--- config.mk ---
export PLATFORM = sky130hd
export DESIGN_NAME = mac_serial_sequencer_flat
export DESIGN_NICKNAME = d
export VERILOG_FILES = /design/src/rtl/mac_pkg.sv /design/src/rtl/mac_serial_sequencer_if.sv /design/src/rtl/mac_shift_add_unit.sv /design/src/rtl/mac_serial_sequencer.sv /design/src/flat_wrapper.sv
export SDC_FILE = /design/constraint.sdc
export NUM_CORES = 1
export LEC_CHECK = 0
export ABC_CLOCK_PERIOD_IN_PS = 2800
export BUFFER_PORTS_ARGS = -buffer_cell sky130_fd_sc_hd__buf_2
export CAP_MARGIN = 20
export CORE_MARGIN = 3
export CORE_UTILIZATION = 50
export CTS_BUF_LIST = sky130_fd_sc_hd__clkbuf_16
export CTS_CLUSTER_DIAMETER = 30
export CTS_CLUSTER_SIZE = 14
export DETAILED_ROUTE_END_ITERATION = 8
export PLACE_DENSITY = 0.82
export SYNTH_ARGS = -nofsm -noshare
export SYNTH_HDL_FRONTEND = slang
export SYNTH_SLANG_ARGS = --single-unit
--- constraint.sdc ---
create_clock -name reg_clk_i -period 2.8 [get_ports reg_clk_i]
set_input_delay 0.56 -clock reg_clk_i [delete_from_list [all_inputs] [get_ports reg_clk_i]]
set_output_delay 0.56 -clock reg_clk_i [all_outputs]
set_load 0.005 [all_outputs]
--- src/rtl/mac_pkg.sv ---
// Shared definitions for the serial shift-add MAC sequencer: default widths and FSM states.
package mac_pkg;

    localparam int OP_W_DEF  = 5;
    localparam int ACC_W_DEF = 16;
    localparam int CNT_W     = $clog2(OP_W_DEF);

    typedef enum logic [1:0] {
        IDLE = 2'd0,
        MUL  = 2'd1,
        ACC  = 2'd2,
        DONE = 2'd3
    } mac_state_e;

endpackage

--- src/rtl/mac_serial_sequencer_if.sv ---
// Operand/result bus of the MAC sequencer. Both sides use valid/ready: a transfer happens on
// the rising edge where valid and ready are both high; valid never depends on ready.
interface mac_serial_sequencer_if
    import mac_pkg::*;
#(
    parameter int OP_W  = OP_W_DEF,
    parameter int ACC_W = ACC_W_DEF
);

    logic [OP_W-1:0]  a_i;
    logic [OP_W-1:0]  b_i;
    logic             in_valid_i;
    logic             in_ready_o;
    logic             acc_clear_i;
    logic [ACC_W-1:0] acc_o;
    logic             ovf_o;
    logic             out_valid_o;
    logic             out_ready_i;
    logic [1:0]       dbg_state_o;

    modport master (
        output a_i, b_i, in_valid_i, acc_clear_i, out_ready_i,
        input  in_ready_o, acc_o, ovf_o, out_valid_o, dbg_state_o
    );

    modport slave (
        input  a_i, b_i, in_valid_i, acc_clear_i, out_ready_i,
        output in_ready_o, acc_o, ovf_o, out_valid_o, dbg_state_o
    );

endinterface

--- src/rtl/mac_shift_add_unit.sv ---
// Bit-serial multiplier datapath: multiplier rotates out LSB first, one shifted partial
// product of the multiplicand is added per step.
module mac_shift_add_unit #(
    parameter int OP_W = 5
) (
    input  logic              clk_i,
    input  logic              rst_i,
    input  logic              load_i,
    input  logic              step_i,
    input  logic [OP_W-1:0]   a_i,
    input  logic [OP_W-1:0]   b_i,
    output logic [2*OP_W-1:0] prod_o,
    output logic              last_o
);

    localparam int CW = (OP_W > 1) ? $clog2(OP_W) : 1;

    logic [OP_W-1:0]   a_q, a_d;
    logic [OP_W-1:0]   b_sh_q, b_sh_d;
    logic [2*OP_W-1:0] prod_q, prod_d;
    logic [CW-1:0]     cnt_q, cnt_d;
    logic [2*OP_W-1:0] addend;

    assign addend = b_sh_q[0] ? ({{OP_W{1'b0}}, a_q} << cnt_q) : '0;

    always_comb begin
        a_d    = a_q;
        b_sh_d = b_sh_q;
        prod_d = prod_q;
        cnt_d  = cnt_q;
        if (load_i) begin
            a_d    = a_i;
            b_sh_d = b_i;
            prod_d = '0;
            cnt_d  = '0;
        end else if (step_i) begin
            prod_d = prod_q + addend;
            b_sh_d = {b_sh_q[0], b_sh_q[OP_W-1:1]};
            cnt_d  = cnt_q + CW'(1);
        end
    end

    always_ff @(posedge clk_i) begin
        if (rst_i) begin
            a_q    <= '0;
            b_sh_q <= '0;
            prod_q <= '0;
            cnt_q  <= '0;
        end else begin
            a_q    <= a_d;
            b_sh_q <= b_sh_d;
            prod_q <= prod_d;
            cnt_q  <= cnt_d;
        end
    end

    assign prod_o = prod_q;
    assign last_o = (cnt_q == CW'(OP_W - 1));

endmodule

--- src/rtl/mac_serial_sequencer.sv ---
// Sequencer for the serial MAC: accepts an operand pair, runs OP_W shift-add steps, folds the
// product into a wrapping accumulator with sticky overflow and offers the result downstream.
module mac_serial_sequencer
    import mac_pkg::*;
#(
    parameter int OP_W  = OP_W_DEF,
    parameter int ACC_W = ACC_W_DEF
) (
    input  logic                   reg_clk_i,
    input  logic                   reg_reset_i,
    mac_serial_sequencer_if.slave  bus
);

    localparam logic [1:0] S_IDLE = 2'(IDLE);
    localparam logic [1:0] S_MUL  = 2'(MUL);
    localparam logic [1:0] S_ACC  = 2'(ACC);
    localparam logic [1:0] S_DONE = 2'(DONE);

    logic [1:0]        state_q, state_d;
    logic [ACC_W-1:0]  acc_q, acc_d;
    logic              ovf_q, ovf_d;
    logic              accept;
    logic              step;
    logic              last;
    logic [2*OP_W-1:0] prod;
    logic [ACC_W-1:0]  acc_base;
    logic [ACC_W:0]    sum;

    assign accept = (state_q == S_IDLE) && bus.in_valid_i;
    assign step   = (state_q == S_MUL);

    mac_shift_add_unit #(.OP_W(OP_W)) u_shift_add (
        .clk_i  (reg_clk_i),
        .rst_i  (reg_reset_i),
        .load_i (accept),
        .step_i (step),
        .a_i    (bus.a_i),
        .b_i    (bus.b_i),
        .prod_o (prod),
        .last_o (last)
    );

    always_comb begin
        state_d = state_q;
        case (state_q)
            S_IDLE:  if (bus.in_valid_i) state_d = S_MUL;
            S_MUL:   if (last) state_d = S_ACC;
            S_ACC:   state_d = S_DONE;
            S_DONE:  if (bus.out_ready_i) state_d = S_IDLE;
            default: state_d = S_IDLE;
        endcase
    end

    // A clear arriving in ACC drops the old value but still takes this product.
    assign acc_base = bus.acc_clear_i ? '0 : acc_q;
    assign sum      = {1'b0, acc_base} + {{(ACC_W + 1 - 2*OP_W){1'b0}}, prod};

    always_comb begin
        acc_d = acc_q;
        ovf_d = ovf_q;
        if (state_q == S_ACC) begin
            acc_d = sum[ACC_W-1:0];
            ovf_d = (bus.acc_clear_i ? 1'b0 : ovf_q) | sum[ACC_W];
        end else if (bus.acc_clear_i) begin
            acc_d = '0;
            ovf_d = 1'b0;
        end
    end

    always_ff @(posedge reg_clk_i) begin
        if (reg_reset_i) begin
            state_q <= S_IDLE;
            acc_q   <= '0;
            ovf_q   <= 1'b0;
        end else begin
            state_q <= state_d;
            acc_q   <= acc_d;
            ovf_q   <= ovf_d;
        end
    end

    assign bus.in_ready_o  = (state_q == S_IDLE);
    assign bus.out_valid_o = (state_q == S_DONE);
    assign bus.acc_o       = acc_q;
    assign bus.ovf_o       = ovf_q;
    assign bus.dbg_state_o = state_q;

endmodule
--- src/flat_wrapper.sv ---
// flat-port wrapper written by rule: the top's interface ports become plain ports
module mac_serial_sequencer_flat import mac_pkg::*;
#(
    parameter int OP_W  = OP_W_DEF,
    parameter int ACC_W = ACC_W_DEF
)
  (reg_clk_i, reg_reset_i, bus_a_i, bus_b_i, bus_in_valid_i, bus_acc_clear_i, bus_out_ready_i, bus_in_ready_o, bus_acc_o, bus_ovf_o, bus_out_valid_o, bus_dbg_state_o);
  mac_serial_sequencer_if #(.OP_W(OP_W), .ACC_W(ACC_W)) bus_i ();
  input  logic reg_clk_i;
  input  logic reg_reset_i;
  input wire logic [$bits(bus_i.a_i)-1:0] bus_a_i;
  input wire logic [$bits(bus_i.b_i)-1:0] bus_b_i;
  input wire logic [$bits(bus_i.in_valid_i)-1:0] bus_in_valid_i;
  input wire logic [$bits(bus_i.acc_clear_i)-1:0] bus_acc_clear_i;
  input wire logic [$bits(bus_i.out_ready_i)-1:0] bus_out_ready_i;
  output wire logic [$bits(bus_i.in_ready_o)-1:0] bus_in_ready_o;
  output wire logic [$bits(bus_i.acc_o)-1:0] bus_acc_o;
  output wire logic [$bits(bus_i.ovf_o)-1:0] bus_ovf_o;
  output wire logic [$bits(bus_i.out_valid_o)-1:0] bus_out_valid_o;
  output wire logic [$bits(bus_i.dbg_state_o)-1:0] bus_dbg_state_o;
  assign bus_i.a_i = bus_a_i;
  assign bus_i.b_i = bus_b_i;
  assign bus_i.in_valid_i = bus_in_valid_i;
  assign bus_i.acc_clear_i = bus_acc_clear_i;
  assign bus_i.out_ready_i = bus_out_ready_i;
  assign bus_in_ready_o = bus_i.in_ready_o;
  assign bus_acc_o = bus_i.acc_o;
  assign bus_ovf_o = bus_i.ovf_o;
  assign bus_out_valid_o = bus_i.out_valid_o;
  assign bus_dbg_state_o = bus_i.dbg_state_o;
  mac_serial_sequencer #(.OP_W(OP_W), .ACC_W(ACC_W)) u_core (.reg_clk_i(reg_clk_i), .reg_reset_i(reg_reset_i), .bus(bus_i));
endmodule
==> impl_results.md, run 1 <==
- Post-synth EDFFs: 0
- Yosys top cell area share: 0.277
- Worst path required time: 2.96 ns
- Starting DRT DRC Count: 245
- GPL Wtd Cong: 0.955
- VDD IR max: 559 uV
- Largest net degree at the start of global routing: 31
- Cts bufs inserted: 5
- Ys Warns: 0
- Setup tns final: 0 ns
- Crit Path Category: reg2reg
- Fin. max-slew vios: 0
- CTS tree: built
- Bufs and invs on worst path: 0
- Worst setup startpoint: u_core.u_shift_add.cnt_q[1]
- Max-cap violations: 0
- Crit start category: register
- Hold depth: 1
- Power per cell area: 596 nW/um^2
- Share of layout cells above drive strength 1: 0.159
- Area grow syn2layout: 15.6%
- Initial Util: 0.534
- Status: finished clean
- Antenna Nets Post-Route: 0
- Flop pwr share: 0.353
- Reg2Reg Depth: 10
- Clk pwr share: 0.304
- CP cell instances: mux2_1, o2bb2ai_1, nand2_1, o21ai_0, and2_1, ha_1, a2111o_1, o21ai_1, mux2i_1, nand3_1
- Startpoint of the worst hold path: u_core.bus.ovf_o
- Clk pin slew, worst setup/hold paths: 0.06 ns
- Worst Hold Margin: 0.473 ns
- Rows: 27
- Layout Nets: 456
- Vias in the first global route: 2779
- Internal Power: 1.37 mW
- Fmax: 387 MHz
- Worst-Margin Slew: 0.548 ns
- Ant diodes: 0
- Max FO, Critical Path: 4
- Seq/Total Area, Yosys: 0.277
- Total core area: 5680 um^2
- Synth top area cells: dfxtp_1, ha_1, mux2i_1
- Worst setup EP type: register
- Count leader, synth: dfxtp_1
- Hold crit path type: reg2reg
- Ys flop type: dfxtp_1
- Static Leak: 1.57 nW
- First-pass GRT wire length: 12900 um
- Total setup buffers inserted after CTS: 0
- Slowest cell on crit path: dfxtp_1
- # DRC: 0
- Design Area, Final: 3510 um^2
- Setup Skew: 0.00349 ns
- Root Driver: clkbuf_16
- Async S/R FF share, synth: 0
- Die X: 83.9 um
- Final setup violation count: 0
- Worst path arrival time: 2.74 ns
- Final min period: 2.58 ns
- Global route overflow: 0
- Synthesized netlist cell count: 375
- Commonest cells in the netlist: dfxtp_1, nand2_1, nor2_1
- RSZ-0062 raised after global routing: no
- CP max stage delay: 0.39 ns
- Mapped Area: 3030 um^2
- Register bit total from synthesis: 42
- Clock Sinks: 42
- Routed WL: 7460 um
- Switching pwr: 0.725 mW
- Antenna violations before repair: 0
- H-tree levels: 2
- Period utilization: 0.922
- DIE AREA: 7040 um^2
- Quantity of I/O buffers inserted on ports: 35
- Distinct cells, synth: 58
- R2R Path Start: u_core.u_shift_add.cnt_q[1]
- Final hold vios: 0
- Combinational power share: 0.343
- Drt pass-1 iters: 4
- Final HPWL DP: 5550 um
- Post-synthesis cell type with the largest combined area: dfxtp_1
- Wirelength per Cell: 15.3 um
- Stages on worst setup path: 10
- Slew headroom: 0.634
- Synthesized area per cell: 8.09 um^2
- Detailed-route via count: 2921
- Mapped Nets: 417
- Sw Ratio: 0.347
- Vias per cell: 6.01
- Area after DPL: 3330 um^2
- CP delay by family, top: compound AO/OA/AOI/OAI gates
- Die Ht: 83.9 um
- Ports: 36
- Total track usage: 0.221
- Clk_lat worst skew: 0.28 ns
- CTS Buffer Depth: 2
[sequential cells by signal, summed over array words and instances, names as in the netlist]
| name | flops |
|---|---|
| u_core.bus.acc_o | 16 |
| u_core.bus.dbg_state_o | 2 |
| u_core.bus.ovf_o | 1 |
| u_core.u_shift_add.a_q | 5 |
| u_core.u_shift_add.b_sh_q | 5 |
| u_core.u_shift_add.cnt_q | 3 |
| u_core.u_shift_add.prod_o | 10 |
[worst paths after layout]
kind | endpoint | slack, ns
worst max-delay path | u_core.u_shift_add.prod_o[9] | 0.22
worst min-delay path | u_core.bus.ovf_o | 0.47
worst max register to register | u_core.u_shift_add.prod_o[9] | 0.22
worst min register to register | u_core.bus.ovf_o | 0.47
[repair_timing]
item,4_1_cts,5_1_grt
hold buffers,0,0
endpoints found under the setup margin,0,3
gates resized for setup,0,2
[power by group through the flow]
stage / clock network, mW / registers (mW) / logic, mW
5_1_grt: 0.674 / 0.751 / 0.823
6_report: 0.635 / 0.738 / 0.718
3_3_place_gp: 0 / 0.745 / 0.687
2_1_floorplan: 0 / 0.724 / 0.539
3_5_place_dp: 0 / 0.751 / 0.711
4_1_cts: 0.645 / 0.738 / 0.718
[through the flow]
stage | worst slack (ns) | utilization | total power [mW] | instances
after CTS | 0.126 | 0.616 | 2.10 | 486
after floorplan | 0.262 | - | 1.26 | 375
after detailed placement | 0.124 | 0.588 | 1.46 | 479
after global routing | 0.0120 | 0.618 | 2.25 | 486
after global placement | 0.186 | 0.588 | 1.43 | 479
final | 0.219 | 0.618 | 2.09 | 486
[cell usage in the layout, fill, tap and decap left out, drive strengths merged, types with 4 or more instances in the layout]
cell type and n:
dfxtp 42, a21oi 23, nor2 31, ha 25, a211oi 12, buf 48, nor3 7, o21a 9
nor2b 15, nand3 17, clkbuf 5, nor3b 5, or3 6, inv 16, o21ai 22, mux2 4
a21o 7, nand2 38, mux2i 21, nand3b 5
[cell families (layout without fill, tap and decap cells)]
family,Yosys count,after routing,synth area share
compound gates,99,99,0.222
mux,25,25,0.0842
fa+ha+maj,27,27,0.116
buf+inv,32,71,0.0400
xor+xnor,5,5,0.0144
simple gates,145,145,0.245
flops,42,42,0.277
[worst reg2reg max path: cells and delay by family (launching register included)]
| kind | cells | cell delay (ns) |
|---|---|---|
| adders and majority gates | 1 | 0.29 |
| and+or+nand+nor | 3 | 0.32 |
| AOI/OAI and AO/OA | 4 | 0.87 |
| muxes | 2 | 0.59 |
| DFF | 1 | 0.39 |
[per-layer routing]
layer  global-route usage  vias up  share of wire
met5                    0        -              0
met2                0.354       85           0.47
li1                     -     1443              -
met3               0.0503       16          0.055
met1                0.295     1377           0.45
met4               0.0673        0          0.025
[cell type report]
class                      instances  area (um^2)
clock buffer                       5          125
sequential                        42          841
clock inverter                     2         33.8
inverter                          16         60.1
tap                               72         90.1
multi-input combinational        301         2080
timing repair buffer              48          273
fill                             511         2170
(Power assumes the default switching activity.)
==> inputs of run 2 (changes only) <==
- CORE_UTILIZATION: 50 -> 59
- PLACE_DENSITY: 0.82 -> 0.93
==> impl_results.md, run 2 (synthesis results as in run 1) <==
- WHS Endpoint: u_core.bus.ovf_o (unchanged)
- Clk pwr share: 0.279 (was 0.304)
- Total track usage: 0.275 (was 0.221)
- Placed instance count: 480 (was 479)
- DP Worst Slack: 0.0602 ns (was 0.124 ns)
- Clk_lat worst skew: 0.29 ns (was 0.28 ns)
- Flop pwr share: 0.358 (was 0.353)
- First-pass GRT wire length: 13600 um (was 12900 um)
- Root Driver: clkbuf_16 (unchanged)
- Period utilization: 0.922 (about the same)
- Final hold vios: 0 (unchanged)
- # DRC: 0 (unchanged)
- RSZ-0062 raised after global routing: no (unchanged)
- Sw Ratio: 0.370 (was 0.347)
- H-tree levels: 2 (unchanged)
- Switching pwr: 0.761 mW (was 0.725 mW)
- CTS Buffer Depth: 2 (unchanged)
- Final min period: 2.58 ns (about the same)
- Worst setup startpoint: u_core.u_shift_add.cnt_q[0] (was u_core.u_shift_add.cnt_q[1])
- Worst path arrival time: 2.75 ns (was 2.74 ns)
- Fmax: 387 MHz (about the same)
- Crit start category: register (unchanged)
- CTS tree: built (unchanged)
- Status: finished clean (unchanged)
- GPL Wtd Cong: 0.918 (was 0.955)
- Layout Nets: 462 (was 456)
- R2R Path Start: u_core.u_shift_add.cnt_q[0] (was u_core.u_shift_add.cnt_q[1])
- Setup Skew: 0.00683 ns (was 0.00349 ns)
- R2r endpoint: u_core.u_shift_add.prod_o[8] (was u_core.u_shift_add.prod_o[9])
- Initial Util: 0.626 (was 0.534)
- Die Ht: 77.7 um (was 83.9 um)
- Total Power: 2.05 mW (was 2.09 mW)
- R2R Setup Slk: 0.22 ns (about the same)
- Most common cell after layout, fill and taps aside: dfxtp_1 (unchanged)
- Power per cell area: 584 nW/um^2 (was 596 nW/um^2)
- Design Area, Final: 3520 um^2 (was 3510 um^2)
- Worst setup EP type: register (unchanged)
- Antenna Nets Post-Route: 0 (unchanged)
- Global route overflow: 0 (unchanged)
- Max FO, Critical Path: 10 (was 4)
- Startpoint of the worst hold path: u_core.bus.ovf_o (unchanged)
- Rows: 25 (was 27)
- Fin. max-slew vios: 0 (unchanged)
- Fillers: 366 (was 511)
- Detailed-route via count: 2933 (was 2921)
- Max FFs per register: 16 (unchanged)
- Final HPWL DP: 5740 um (was 5550 um)
- Post-CTS Hold Buffers: 0 (unchanged)
- Vias per cell: 6.01 (about the same)
- Routed WL: 7710 um (was 7460 um)
- Slew headroom: 0.668 (was 0.634)
- Die X: 77.7 um (was 83.9 um)
- Largest net degree at the start of global routing: 32 (was 31)
- Reg2Reg Depth: 10 (unchanged)
- Hold crit path type: reg2reg (unchanged)
- Wirelength per Cell: 15.8 um (was 15.3 um)
- Setup tns final: 0 ns (unchanged)
- Final core utilization: 0.726 (was 0.618)
- Combinational power share: 0.363 (was 0.343)
- Hold depth: 1 (unchanged)
- Drt pass-1 iters: 5 (was 4)
- Worst Hold Margin: 0.466 ns (was 0.473 ns)
- Worst-Margin Slew: 0.494 ns (was 0.548 ns)
- Clock Sinks: 42 (unchanged)
- Quantity of I/O buffers inserted on ports: 35 (unchanged)
- Area grow syn2layout: 16.0% (was 15.6%)
- Ports: 36 (unchanged)
- Max-cap violations: 0 (unchanged)
- Static Leak: 1.58 nW (was 1.57 nW)
- Total core area: 4850 um^2 (was 5680 um^2)
- Worst path required time: 2.97 ns (was 2.96 ns)
- Final worst slack: 0.219 ns (about the same)
- Non-filler cells, final: 488 (was 486)
- Antenna violations before repair: 0 (unchanged)
- VDD IR max: 574 uV (was 559 uV)
- Crit Path Category: reg2reg (unchanged)
- DIE AREA: 6040 um^2 (was 7040 um^2)
- Final setup violation count: 0 (unchanged)
- Ant diodes: 0 (unchanged)
- Internal Power: 1.29 mW (was 1.37 mW)
- Area after DPL: 3370 um^2 (was 3330 um^2)
- Cts bufs inserted: 5 (unchanged)
- Vias in the first global route: 2983 (was 2779)
- Share of layout cells above drive strength 1: 0.171 (was 0.159)
- Starting DRT DRC Count: 323 (was 245)
- Clk pin slew, worst setup/hold paths: 0.07 ns (was 0.06 ns)
- Most frequent cells in the layout: dfxtp_1, nand2_1, buf_2, nor2_1, ha_1 (unchanged)
==> run 2: cell count changes in the layout (fill, tap and decap cells not counted), sizes merged <==
cell | before | now
bufinv | 1 | 0
clkinv | 1 | 2
buf | 48 | 54
clkinvlp | 0 | 1
==> run 2: metal layers <==
layer,wire length (um),share of wire,global-route usage,vias up
li1,-,-,-,1457
met3,490,0.064,0.0534,21
met1,3310,0.43,0.346,1333
met2,3730,0.48,0.467,122
met4,180,0.023,0.0961,0
met5,0,0,0,-
==> run 2: cell type report <==
| cell class | count | area (um^2) | area share |
|---|---|---|---|
| Sequential cell | 42 | 841 | 0.239 |
| Clock inverter | 3 | 16.3 | 0.00462 |
| Timing Repair Buffer | 54 | 318 | 0.0903 |
| Clock buffer | 5 | 125 | 0.0356 |
| Multi-Input combinational cell | 301 | 2070 | 0.590 |
| Tap cell | 67 | 83.8 | 0.0238 |
| Inverter | 16 | 60.1 | 0.0171 |
==> run 2: what timing repair did <==
item | 4_1_cts | 5_1_grt
resized for setup | 0 | 1
endpoints found under the hold margin | 0 | 0
buffers inserted | 0 | 0
endpoints found under the setup margin | 0 | 1
==> run 2: worst max-delay path: stages (launching register included) <==
cell and delay (ns):
dfxtp_1 0.44, buf_4 0.21, nand2_1 0.08, o2bb2ai_1 0.21, nor2b_1 0.17, ha_1 0.28, nor2b_1 0.17, o31a_1 0.28
o41ai_1 0.31, mux2i_1 0.24, nand3_1 0.08
==> run 2: worst max path at each step <==
| stage | to | slack, ns | cells after the start |
|---|---|---|---|
| floorplan | u_core.u_shift_add.prod_o[9] | 0.26 | 11 |
| global placement | u_core.bus.acc_o[8] | 0.20 | 10 |
| detailed placement | u_core.bus.acc_o[8] | 0.06 | 10 |
| CTS | u_core.u_shift_add.prod_o[9] | 0.19 | 10 |
| global route | u_core.u_shift_add.prod_o[8] | 0.02 | 10 |
| finish | u_core.u_shift_add.prod_o[8] | 0.22 | 10 |
==> run 2: power by group through the flow <==
stage / registers, mW / clock network (mW) / logic [mW]
after floorplan: 0.724 / 0 / 0.539
after global placement: 0.741 / 0 / 0.700
after detailed placement: 0.746 / 0 / 0.732
after CTS: 0.734 / 0.573 / 0.740
after global routing: 0.745 / 0.607 / 0.832
final: 0.736 / 0.573 / 0.746
==> inputs of run 3 (changes only) <==
- CAP_MARGIN: 20 -> unset
- PLACE_DENSITY: 0.93 -> 0.91
==> impl_results.md, run 3 (synthesis results as in run 1) <==
- Detailed-route via count: 3019 (was 2933)
- Setup tns final: 0 ns (unchanged)
- Max FO, Critical Path: 13 (was 10)
- CP max stage delay: 0.41 ns (was 0.44 ns)
- Worst setup EP type: register (unchanged)
- H-tree levels: 2 (unchanged)
- Area grow syn2layout: 14.6% (was 16.0%)
- Reg2Reg Depth: 9 (was 10)
- Total track usage: 0.274 (was 0.275)
- Clk pin slew, worst setup/hold paths: 0.06 ns (was 0.07 ns)
- Static Leak: 1.55 nW (was 1.58 nW)
- R2r endpoint: u_core.u_shift_add.prod_o[8] (unchanged)
- Wirelength per Cell: 16.2 um (was 15.8 um)
- Clock Sinks: 42 (unchanged)
- Placed instance count: 475 (was 480)
- Layout Nets: 457 (was 462)
- Area after DPL: 3340 um^2 (was 3370 um^2)
- Post-CTS Hold Buffers: 0 (unchanged)
- GPL Wtd Cong: 0.874 (was 0.918)
- Clk_lat worst skew: 0.29 ns (about the same)
- Final hold vios: 0 (unchanged)
- Cts bufs inserted: 5 (unchanged)
- Rows: 25 (unchanged)
- Most common cell after layout, fill and taps aside: dfxtp_1 (unchanged)
- # DRC: 0 (unchanged)
- Drt pass-1 iters: 5 (unchanged)
- Total setup buffers inserted after CTS: 0 (unchanged)
- Total core area: 4850 um^2 (unchanged)
- Crit start category: input pin (was register)
- Crit Path Category: in2reg (was reg2reg)
- Die X: 77.7 um (unchanged)
- Worst path arrival time: 2.86 ns (was 2.75 ns)
- WHS Endpoint: u_core.bus.ovf_o (unchanged)
- Combinational power share: 0.364 (was 0.363)
- CTS tree: built (unchanged)
- Clk pwr share: 0.279 (about the same)
- Fin. max-slew vios: 0 (unchanged)
- Final setup violation count: 0 (unchanged)
- DIE AREA: 6040 um^2 (unchanged)
- Max FFs per register: 16 (unchanged)
- Slew headroom: 0.611 (was 0.668)
- RSZ-0062 raised after global routing: no (unchanged)
- Flop pwr share: 0.357 (was 0.358)
- CTS Buffer Depth: 2 (unchanged)
- Largest net degree at the start of global routing: 26 (was 32)
- Starting DRT DRC Count: 301 (was 323)
- Power per cell area: 590 nW/um^2 (was 584 nW/um^2)
- R2R Setup Slk: 0.17 ns (was 0.22 ns)
- Global route overflow: 0 (unchanged)
- Final core utilization: 0.717 (was 0.726)
- Status: finished clean (unchanged)
- Design Area, Final: 3480 um^2 (was 3520 um^2)
- Post-CTS Resized: 0 (unchanged)
- Hold crit path type: reg2reg (unchanged)
- Ant diodes: 0 (unchanged)
- Vias in the first global route: 2797 (was 2983)
- Slowest cell on crit path: fa_1 (was dfxtp_1)
- Antenna Nets Post-Route: 0 (unchanged)
- Most frequent cells in the layout: dfxtp_1, nand2_1, buf_2, nor2_1, ha_1 (unchanged)
- R2R Path Start: u_core.u_shift_add.cnt_q[1] (was u_core.u_shift_add.cnt_q[0])
- Routed WL: 7790 um (was 7710 um)
- Sw Ratio: 0.371 (was 0.370)
- Share of layout cells above drive strength 1: 0.159 (was 0.171)
- Die Ht: 77.7 um (unchanged)
- Worst-Margin Slew: 0.582 ns (was 0.494 ns)
- Ports: 36 (unchanged)
- Switching pwr: 0.761 mW (about the same)
- Root Driver: clkbuf_16 (unchanged)
- Crit-path most repeated cell: nor2b_1 (unchanged)
- VDD IR max: 522 uV (was 574 uV)
- Quantity of I/O buffers inserted on ports: 35 (unchanged)
- Worst path required time: 3.03 ns (was 2.97 ns)
- Vias per cell: 6.26 (was 6.01)
- Fmax: 380 MHz (was 387 MHz)
- Max-cap violations: 0 (unchanged)
- Period utilization: 0.941 (was 0.922)
- Antenna violations before repair: 0 (unchanged)
- Non-filler cells, final: 482 (was 488)
- Final HPWL DP: 5660 um (was 5740 um)
- Startpoint of the worst hold path: u_core.bus.ovf_o (unchanged)
- Initial Util: 0.626 (unchanged)
- Final min period: 2.63 ns (was 2.58 ns)
- Internal Power: 1.29 mW (about the same)
- First-pass GRT wire length: 13400 um (was 13600 um)
- Setup Skew: 0.00458 ns (was 0.00683 ns)
- Hold depth: 1 (unchanged)
- CP cell instances: buf_2, nor2b_1, ha_1, inv_1, fa_1, nor2b_1, o31a_1, o311ai_1, a2111oi_0, nand3b_1 (was buf_4, nand2_1, o2bb2ai_1, nor2b_1, ha_1, nor2b_1, o31a_1, o41ai_1, mux2i_1, nand3_1)
## run 3: changes by cell type in the layout (fill, tap and decap cells not counted), sizes merged
cell / before / now
clkinv: 2 / 0
clkinvlp: 1 / 2
buf: 54 / 49
## run 3: per-layer routing
layer / up-vias / track usage / part of all wire
met3: 18 / 0.0592 / 0.071
met4: 0 / 0.0979 / 0.020
met1: 1404 / 0.359 / 0.43
li1: 1449 / - / -
met2: 148 / 0.440 / 0.48
met5: - / 0 / 0
## run 3: cell type report
class,count,area (um^2)
clock inverters,2,15.0
fillers,361,1370
repair buffers,49,280
well taps,67,83.8
multi-input cells,301,2070
flip-flops and latches,42,841
inverters,16,60.1
clock buffers,5,125
## run 3: stage by stage
| step | hold WS [ns] | power [mW] | setup slack [ns] |
|---|---|---|---|
| floorplan | 0.456 | 1.26 | 0.262 |
| detailed placement | 0.458 | 1.48 | 0.00864 |
| finish | 0.469 | 2.05 | 0.166 |
| CTS | 0.472 | 2.05 | 0.155 |
| global route | 0.486 | 2.18 | 0.0169 |
| global placement | 0.449 | 1.44 | 0.154 |
## run 3: critical path, delay by kind of cell
family,cells,cell delay (ns)
AOI/OAI and AO/OA,3,0.81
adders and majority gates,2,0.64
and+or+nand+nor,3,0.55
buffers and inverters,2,0.27
## run 3: power by group through the flow
stage               logic, mW  registers, mW  clock network, mW
floorplan               0.539          0.724                  0
global placement        0.706          0.736                  0
detailed placement      0.735          0.743                  0
CTS                     0.743          0.730              0.577
global route            0.835          0.739              0.609
finish                  0.747          0.732              0.572
## run 3: worst max path at each step
stage | cells past startpoint | startpoint | slack (ns) | to
floorplan | 11 | u_core.u_shift_add.cnt_q[0] | 0.26 | u_core.u_shift_add.prod_o[9]
global placement | 10 | bus_acc_clear_i | 0.15 | u_core.bus.acc_o[8]
detailed placement | 10 | bus_acc_clear_i | 0.009 | u_core.bus.acc_o[8]
CTS | 9 | u_core.u_shift_add.cnt_q[1] | 0.15 | u_core.u_shift_add.prod_o[8]
global route | 9 | u_core.u_shift_add.cnt_q[1] | 0.02 | u_core.u_shift_add.prod_o[8]
finish | 10 | bus_acc_clear_i | 0.17 | u_core.bus.acc_o[8]
